**src/rtl/hash_feedforward.sv**
```systemverilog
// hash_feedforward
//   Feed-forward stage after the compression rounds. Collects HASH_LENGTH
//   working-variable words in any order, adds each (optionally bit-reversed)
//   to the matching word of the previous hash mod 2^WORD_WIDTH, and presents
//   the result on a flat vector. With HASH_WRITEBACK_EN defined, the result is
//   also streamed out one word per cycle before completion is flagged.
//
// Ports
//   clock, reset          rising-edge clock, synchronous active-high reset
//   start                 begin a new hash (honoured in IDLE / DONE only)
//   in_valid/in_index/in_data   one word per cycle while in_ready is high
//   prev_hash_vector      previous hash, word k at [k*WORD_WIDTH +: WORD_WIDTH]
//   in_ready              high while collecting
//   hash_vector           assembled result, same word mapping
//   hash_vector_complete  high in DONE
//   index_error           sticky flag: out-of-range index seen this run
//   wr_en/wr_addr/wr_data write-back stream (tied to 0 without the macro)
//
// Build option: `define HASH_WRITEBACK_EN enables the WRITE state and wr_* ports.

module hash_feedforward #(
    parameter int HASH_LENGTH = 8,
    parameter int WORD_WIDTH  = 32,
    parameter int ADDR_WIDTH  = 8,
    parameter int WRITE_BASE  = 0,
    parameter bit BIT_REVERSE = 1'b1
) (
    input  logic                              clock,
    input  logic                              reset,
    input  logic                              start,
    input  logic                              in_valid,
    input  logic [$clog2(HASH_LENGTH)-1:0]    in_index,
    input  logic [WORD_WIDTH-1:0]             in_data,
    input  logic [HASH_LENGTH*WORD_WIDTH-1:0] prev_hash_vector,
    output logic                              in_ready,
    output logic [HASH_LENGTH*WORD_WIDTH-1:0] hash_vector,
    output logic                              hash_vector_complete,
    output logic                              index_error,
    output logic                              wr_en,
    output logic [ADDR_WIDTH-1:0]             wr_addr,
    output logic [WORD_WIDTH-1:0]             wr_data
);

    localparam int IDX_W = $clog2(HASH_LENGTH);

`ifdef HASH_WRITEBACK_EN
    typedef enum logic [1:0] {S_IDLE, S_COLLECT, S_WRITE, S_DONE} state_t;
`else
    typedef enum logic [1:0] {S_IDLE, S_COLLECT, S_DONE} state_t;
`endif

    state_t state, state_n;

    logic [HASH_LENGTH-1:0][WORD_WIDTH-1:0] words;
    logic [HASH_LENGTH-1:0][WORD_WIDTH-1:0] prev_w;
    logic [HASH_LENGTH-1:0]                 mask;
    logic [HASH_LENGTH-1:0]                 hit;
    logic [WORD_WIDTH-1:0]                  data_f;
    logic [WORD_WIDTH-1:0]                  sum;
    logic                                   in_range;
    logic                                   restart;
    logic                                   capture;
    logic                                   last_word;

    assign prev_w      = prev_hash_vector;
    assign hash_vector = words;

    generate
        if (BIT_REVERSE) begin : g_rev
            for (genvar i = 0; i < WORD_WIDTH; i++) begin : g_bit
                assign data_f[i] = in_data[WORD_WIDTH-1-i];
            end
        end else begin : g_thru
            assign data_f = in_data;
        end

        // A power-of-two length cannot be indexed out of range.
        if (HASH_LENGTH == (1 << IDX_W)) begin : g_full_range
            assign in_range = 1'b1;
        end else begin : g_part_range
            assign in_range = (in_index < IDX_W'(HASH_LENGTH));
        end
    endgenerate

    // Single shared adder: only one word lands per cycle.
    assign sum = prev_w[in_index] + data_f;

    always_comb begin
        hit = '0;
        if (in_range) hit[in_index] = 1'b1;
    end

    assign restart   = (state == S_IDLE || state == S_DONE) && start;
    assign capture   = (state == S_COLLECT) && in_valid && in_range;
    assign last_word = capture && (&(mask | hit));

`ifdef HASH_WRITEBACK_EN
    logic [IDX_W-1:0] cnt;
    logic             cnt_last;
    assign cnt_last = (cnt == IDX_W'(HASH_LENGTH - 1));
`endif

    always_ff @(posedge clock) begin
        if (reset) state <= S_IDLE;
        else       state <= state_n;
    end

    always_comb begin
        state_n = state;
        case (state)
            S_IDLE, S_DONE: if (start) state_n = S_COLLECT;
`ifdef HASH_WRITEBACK_EN
            S_COLLECT:      if (last_word) state_n = S_WRITE;
            S_WRITE:        if (cnt_last) state_n = S_DONE;
`else
            S_COLLECT:      if (last_word) state_n = S_DONE;
`endif
            default:        state_n = S_IDLE;
        endcase
    end

    assign in_ready             = (state == S_COLLECT);
    assign hash_vector_complete = (state == S_DONE);

    always_ff @(posedge clock) begin
        if (reset) begin
            words       <= '0;
            mask        <= '0;
            index_error <= 1'b0;
        end else if (restart) begin
            words       <= '0;
            mask        <= '0;
            index_error <= 1'b0;
        end else if (state == S_COLLECT && in_valid) begin
            if (in_range) begin
                words[in_index] <= sum;
                mask            <= mask | hit;
            end else begin
                index_error     <= 1'b1;
            end
        end
    end

`ifdef HASH_WRITEBACK_EN
    always_ff @(posedge clock) begin
        if (reset)                 cnt <= '0;
        else if (state == S_WRITE) cnt <= cnt_last ? '0 : cnt + 1'b1;
    end

    // Outputs are gated so they read 0 outside the write burst.
    assign wr_en   = (state == S_WRITE);
    assign wr_addr = wr_en ? ADDR_WIDTH'(WRITE_BASE) + ADDR_WIDTH'(cnt) : '0;
    assign wr_data = wr_en ? words[cnt] : '0;
`else
    logic unused_base;
    assign unused_base = ^ADDR_WIDTH'(WRITE_BASE);
    assign wr_en   = 1'b0;
    assign wr_addr = '0;
    assign wr_data = '0;
`endif

endmodule

```
**config.mk**
```make
export PLATFORM = sky130hd
export DESIGN_NAME = hash_feedforward
export DESIGN_NICKNAME = d
export VERILOG_FILES = /design/src/rtl/hash_feedforward.sv
export SDC_FILE = /design/constraint.sdc
export NUM_CORES = 1
export LEC_CHECK = 0
export ABC_AREA = 1
export CAP_MARGIN = 20
export CORE_MARGIN = 4
export CORE_UTILIZATION = 26
export CTS_CLUSTER_DIAMETER = 50
export CTS_CLUSTER_SIZE = 30
export DETAILED_ROUTE_END_ITERATION = 7
export DONT_BUFFER_PORTS = 1
export PLACE_DENSITY_LB_ADDON = 0.3
export SYNTH_ARGS = -nofsm -noshare
export SYNTH_HDL_FRONTEND = slang
export SYNTH_SLANG_ARGS = --single-unit
```
**constraint.sdc**
```tcl
create_clock -name clock -period 10.6 [get_ports clock]
set_input_delay 2.12 -clock clock [delete_from_list [all_inputs] [get_ports clock]]
set_output_delay 2.12 -clock clock [all_outputs]
set_load 0.01 [all_outputs]
```
-- Yosys cells after proc, flatten, opt, wreduce, memory -nomap -nowiden
Index checks and enable logic that the tools add are counted.
- bits in registers: 266
- word-level logic and storage cells: 38
- input port bits: 295
- $add $sub $neg: 1
- reductions and logical operators: 10
- $lt $le $gt $ge: 2
- bitwise operators: 1
- equal/unequal tests: 4
- muxes and demuxes: 10
- operators by type and width (operator ; count):
    bitwise mux 256 bit ; 1
    binary-select mux 32 bit (select 3 bit) ; 1
    demux 32 bit (select 3 bit) ; 1
    2-to-1 mux 32 bit ; 2
    adder 32 bit ; 1
    bitwise OR 8 bit ; 1
    AND reduction 8 bit ; 1
    logical AND 1 bit ; 4
    less-than comparator 3 x 4 -> 1 bit (second input constant) ; 1
    2-to-1 mux 2 bit ; 2
    case mux 2 bit (2 select lines) ; 1
    OR reduction 2 bit ; 2
    demux 1 bit (select 3 bit) ; 1
    greater-or-equal comparator 3 x 1 -> 1 bit (second input constant) ; 1
    equality test 2 x 1 -> 1 bit (second input constant) ; 1
    equality test 2 bit (second input constant) ; 1
    logical NOT 2 bit ; 1
    != test 2 x 1 -> 1 bit (second input constant) ; 1
    != test 2 bit (second input constant) ; 1
    AND reduction 2 bit ; 1
    logical OR 1 bit ; 1
    2-to-1 mux 1 bit ; 1

-- Depth between registers and ports, before layout
- depth in word-level cells: 9
- depth in mapped cells: 22

-- Worst setup path before layout
OpenSTA, ideal clock, no wires.
- path kind: input to register
- from: input in_index[1]
- to: register words (netlist bit hash_vector[30])
- data arrival time: 4.764 ns
- path slack: 5.727 ns
- path buffers: 2
- required time: 10.491 ns
- stages on the path: 22
- cell sequence: buf_2 inv_1 nand3_2 inv_2 buf_2 a22o_1 a221oi_1 nand2_1 ha_1 fa_1 nand3_1 nand3_1 nand2_1 nand2_1 nand2_1 nand2_1 nand2_1 nand2_1 nand2_1 nand3_1 nand2_1 inv_1
- cells in the longest elaborated chain, start to end: 5
- ends and longest elaborated chain (what ; line ; source):
    from (decl) ; 32 ; input logic [$clog2(HASH_LENGTH)-1:0] in_index,
    parallel branches: the longest is 4 deep, another holds adder 32 bit ; n/a ;
    bitwise mux 256 bit * ; 136 ; words[in_index] <= sum;
    to (signal, indexed assignment) ; 136 ;
    to (decl) ; 54 ; logic [HASH_LENGTH-1:0][WORD_WIDTH-1:0] words;
Every way passes the cells marked *. The select of a mux whose other input is x is not followed.
A chain may end at the register's enable or synchronous reset.

-- Worst setup path in the final report
- from: input in_index[1]
- to: register words (netlist bit hash_vector[144])
Same word-level chain as after synthesis.

==> run_results.csv <==
group,metric,value,unit
status,status,"complete, no violations",
die,die-area,59850,sq um
sta,fin_skew,0.01155,ns
cells_and_area,drive_gt1_share,4.325,%
setup_path,crit_required,11.04,ns
placement,gp_congestion,0.9926,
yosys,netlist_area,14560,sq um
yosys,synthArstFlopShare,0,%
sta,slew_headroom,27.11,%
clock_tree,cts_sinks,266,
global_routing,grt_start_max_net_pins,124,
clock_tree,clk_latency,0.54,ns
global_routing,antenna_found_initial,23,
yosys,netlist_instances,2304,
power,p_leak,8.258,nW
placement,port_buffers,0,
yosys,yosys.cell_count.top_type,"nor2_1",
sta,fin_tns_setup,0,ns
worst_hold_path,holdPathStages,2,
die,ios,595,
clock_tree,ctsHtreeMaxLevel,1,
clock_tree,cts_resized,0,
sta,worstMarginPinSlew,1.093,ns
setup_path,r2r_setup_slack,7.60,ns
clock_tree,clk_path_buf_depth,3,
cells_and_area,nets,2576,
clock_tree,numCtsBuffers,25,
power,p_total,0.002602,W
yosys,yosys_warnings,0,
routing,vias_per_cell,4.715,
die,die_x,244.6,microns
placement,place_ws,4.618,ns
clock_tree,root_buffer,"clkbuf_16",
yosys,ys_top_cells_by_area,"dfxtp_1 37%, nor2_1 13%, nand2_1 12%",
sta,fin_ws,5.258,ns
yosys,yosys_most_used_dff,"dfxtp_1",
setup_path,crit_fanout,20,
yosys,ys_types,38,
routing,wl_per_cell,23.35,microns
die,die_h,244.6,microns
yosys,ys_top_cells_by_count,"514 x nor2_1, 466 x nand2_1, 365 x inv_1",
global_routing,grt.overflow.total,0,
global_routing,grt_pass1_wl,98770,microns
worst_hold_path,hold_path.startpoint,"mask[6]",
clock_tree,cts_setup_buffers,0,
yosys,ys_seq_elements,266,
routing,drt_iter0_drc,1057,
routing,drc,0,
clock_tree,cts_tree,"done",
cells_and_area,area_growth,9.952,%
setup_path,start_kind,"primary input",
setup_path,rr_worst_depth,8,
placement,placed_cells,2970,
setup_path,crit_arrival,5.78,ns
power,ir_worst_vdd,0.09421,mV
sta,hold-worst-slack,0.4610,ns
sta,hold_viol,0,
die,start_util,26.32,%
die,core,55310,sq um
routing,wl,70760,microns
global_routing,grt_usage,22.30,%
global_routing,grt_pass1_vias,13580,
clock_tree,cts.clk_slew.worst_paths,0.07,ns
setup_path,reg2reg_from,"state[0]",
sta,fmax,187.2,MHz
power,p_per_area,162.5,nW/um^2
sta,drv_slew,0,
yosys,synth_enable_flop_cells,0,
setup_path,end_kind,"flop",
worst_hold_path,worstHoldPathType,"flop to flop",
setup_path,critPathKind,"primary input to flop",
cells_and_area,fin_cells,3030,
die,row_count,86,
setup_path,crit_path_start,"in_index[1]",
sta,period_share,50.40,%
placement,dpl.hpwl,55670,microns
sta,grt_setup_unrepaired,"false",
yosys,synth_top_cell_by_area,"dfxtp_1",
routing,drt_pass1_iterations,6,
yosys,seq_area_frac_synth,36.58,%
yosys,synth_top_area_share,36.58,%
sta,setup_viol,0,
job,cap_violations,0,
yosys,synth.avg_cell_area,6.319,sq um
clock_tree,postCtsHoldBufs,0,
routing,via_count,14290,
routing,drtAntennaViolNets,0,
sta,period_needed,5.342,ns
[state kept, by name, indices dropped and copies added, names as in the netlist]
name and flops:
hash_vector 256, mask 8, state 2
[final timing paths]
kind                 endpoint
max          hash_vector[144]
min                   mask[6]
max reg2reg  hash_vector[197]
min reg2reg           mask[6]
[critical path: stages]
cell	delay (ns)
nand3_2	0.30
clkinv_1	0.31
buf_4	0.31
a221oi_1	0.36
nand2_1	0.22
fa_1	0.49
nand3_1	0.11
nand3_1	0.17
nand2_1	0.14
a21oi_1	0.09
o21bai_1	0.82
nand3_1	0.16
nand2_1	0.11
inv_1	0.04
[cells by family after synthesis]
kind of cell,synth area share (%)
AND/OR/NAND/NOR,32.39
buffers and inverters,15.33
AO/OA/AOI/OAI,11.88
flip-flops,36.58
adder cells (fa/ha/maj),2.802
XOR/XNOR,0.9969
other,0.02576
[stage by stage]
stage	area [sq um]	util [%]
after global routing	16010	28.94
after CTS	15970	28.87
after global placement	15050	27.21
after detailed placement	15050	27.21
final	16010	28.94
after floorplan	14710	-
[placed cells by master, fill, tap and decap left out, drive strengths merged, types with 2 or more instances in the layout]
| cell | synthesis | final |
|---|---|---|
| inv | 379 | 389 |
| and3 | 3 | 3 |
| dfxtp | 266 | 266 |
| buf | 101 | 21 |
| nand3b | 3 | 3 |
| nand4 | 28 | 28 |
| o21bai | 3 | 3 |
| a21oi | 55 | 55 |
| conb | 1 | 42 |
| nor2 | 520 | 520 |
| nand3 | 140 | 140 |
| a221oi | 30 | 30 |
| bufinv | 0 | 4 |
| nand2 | 470 | 470 |
| clkbuf | 43 | 27 |
| clkinv | 1 | 2 |
| a22oi | 31 | 31 |
| clkinvlp | 0 | 2 |
| xor2 | 13 | 13 |
| ha | 31 | 31 |
| o21ai | 170 | 170 |
| a22o | 6 | 6 |
| nor3 | 3 | 3 |
| diode | 0 | 16 |
[where the power goes]
part / total [W] / internal, W / leakage [nW] / switching (W)
combinational: 0.000566 / 0.000127 / 5.67 / 0.000439
sequential: 0.00102 / 0.00101 / 2.14 / 0.0000117
clock: 0.00102 / 0.000563 / 0.442 / 0.000454
[area by class of cell]
class,instances,area (sq um)
well taps,748,935.9
diodes,16,40.04
multi-input cells,1555,7197
inverters,380,1431
clock buffers,27,643.1
clock inverters,17,277.8
repair buffers,21,157.7
fillers,6197,39300
flip-flops and latches,266,5325
[routing by layer]
layer | up-vias | global-route usage (%) | wire length (microns) | share of wire (%)
met5 | - | 0 | 0 | 0
met4 | 0 | 10.07 | 3442 | 4.9
met1 | 6606 | 24.70 | 26040 | 37
met2 | 614 | 39.88 | 35360 | 50
met3 | 115 | 6.052 | 5915 | 8.4
li1 | 6952 | - | - | -
No activity file was read; power rests on OpenSTA's default activity.
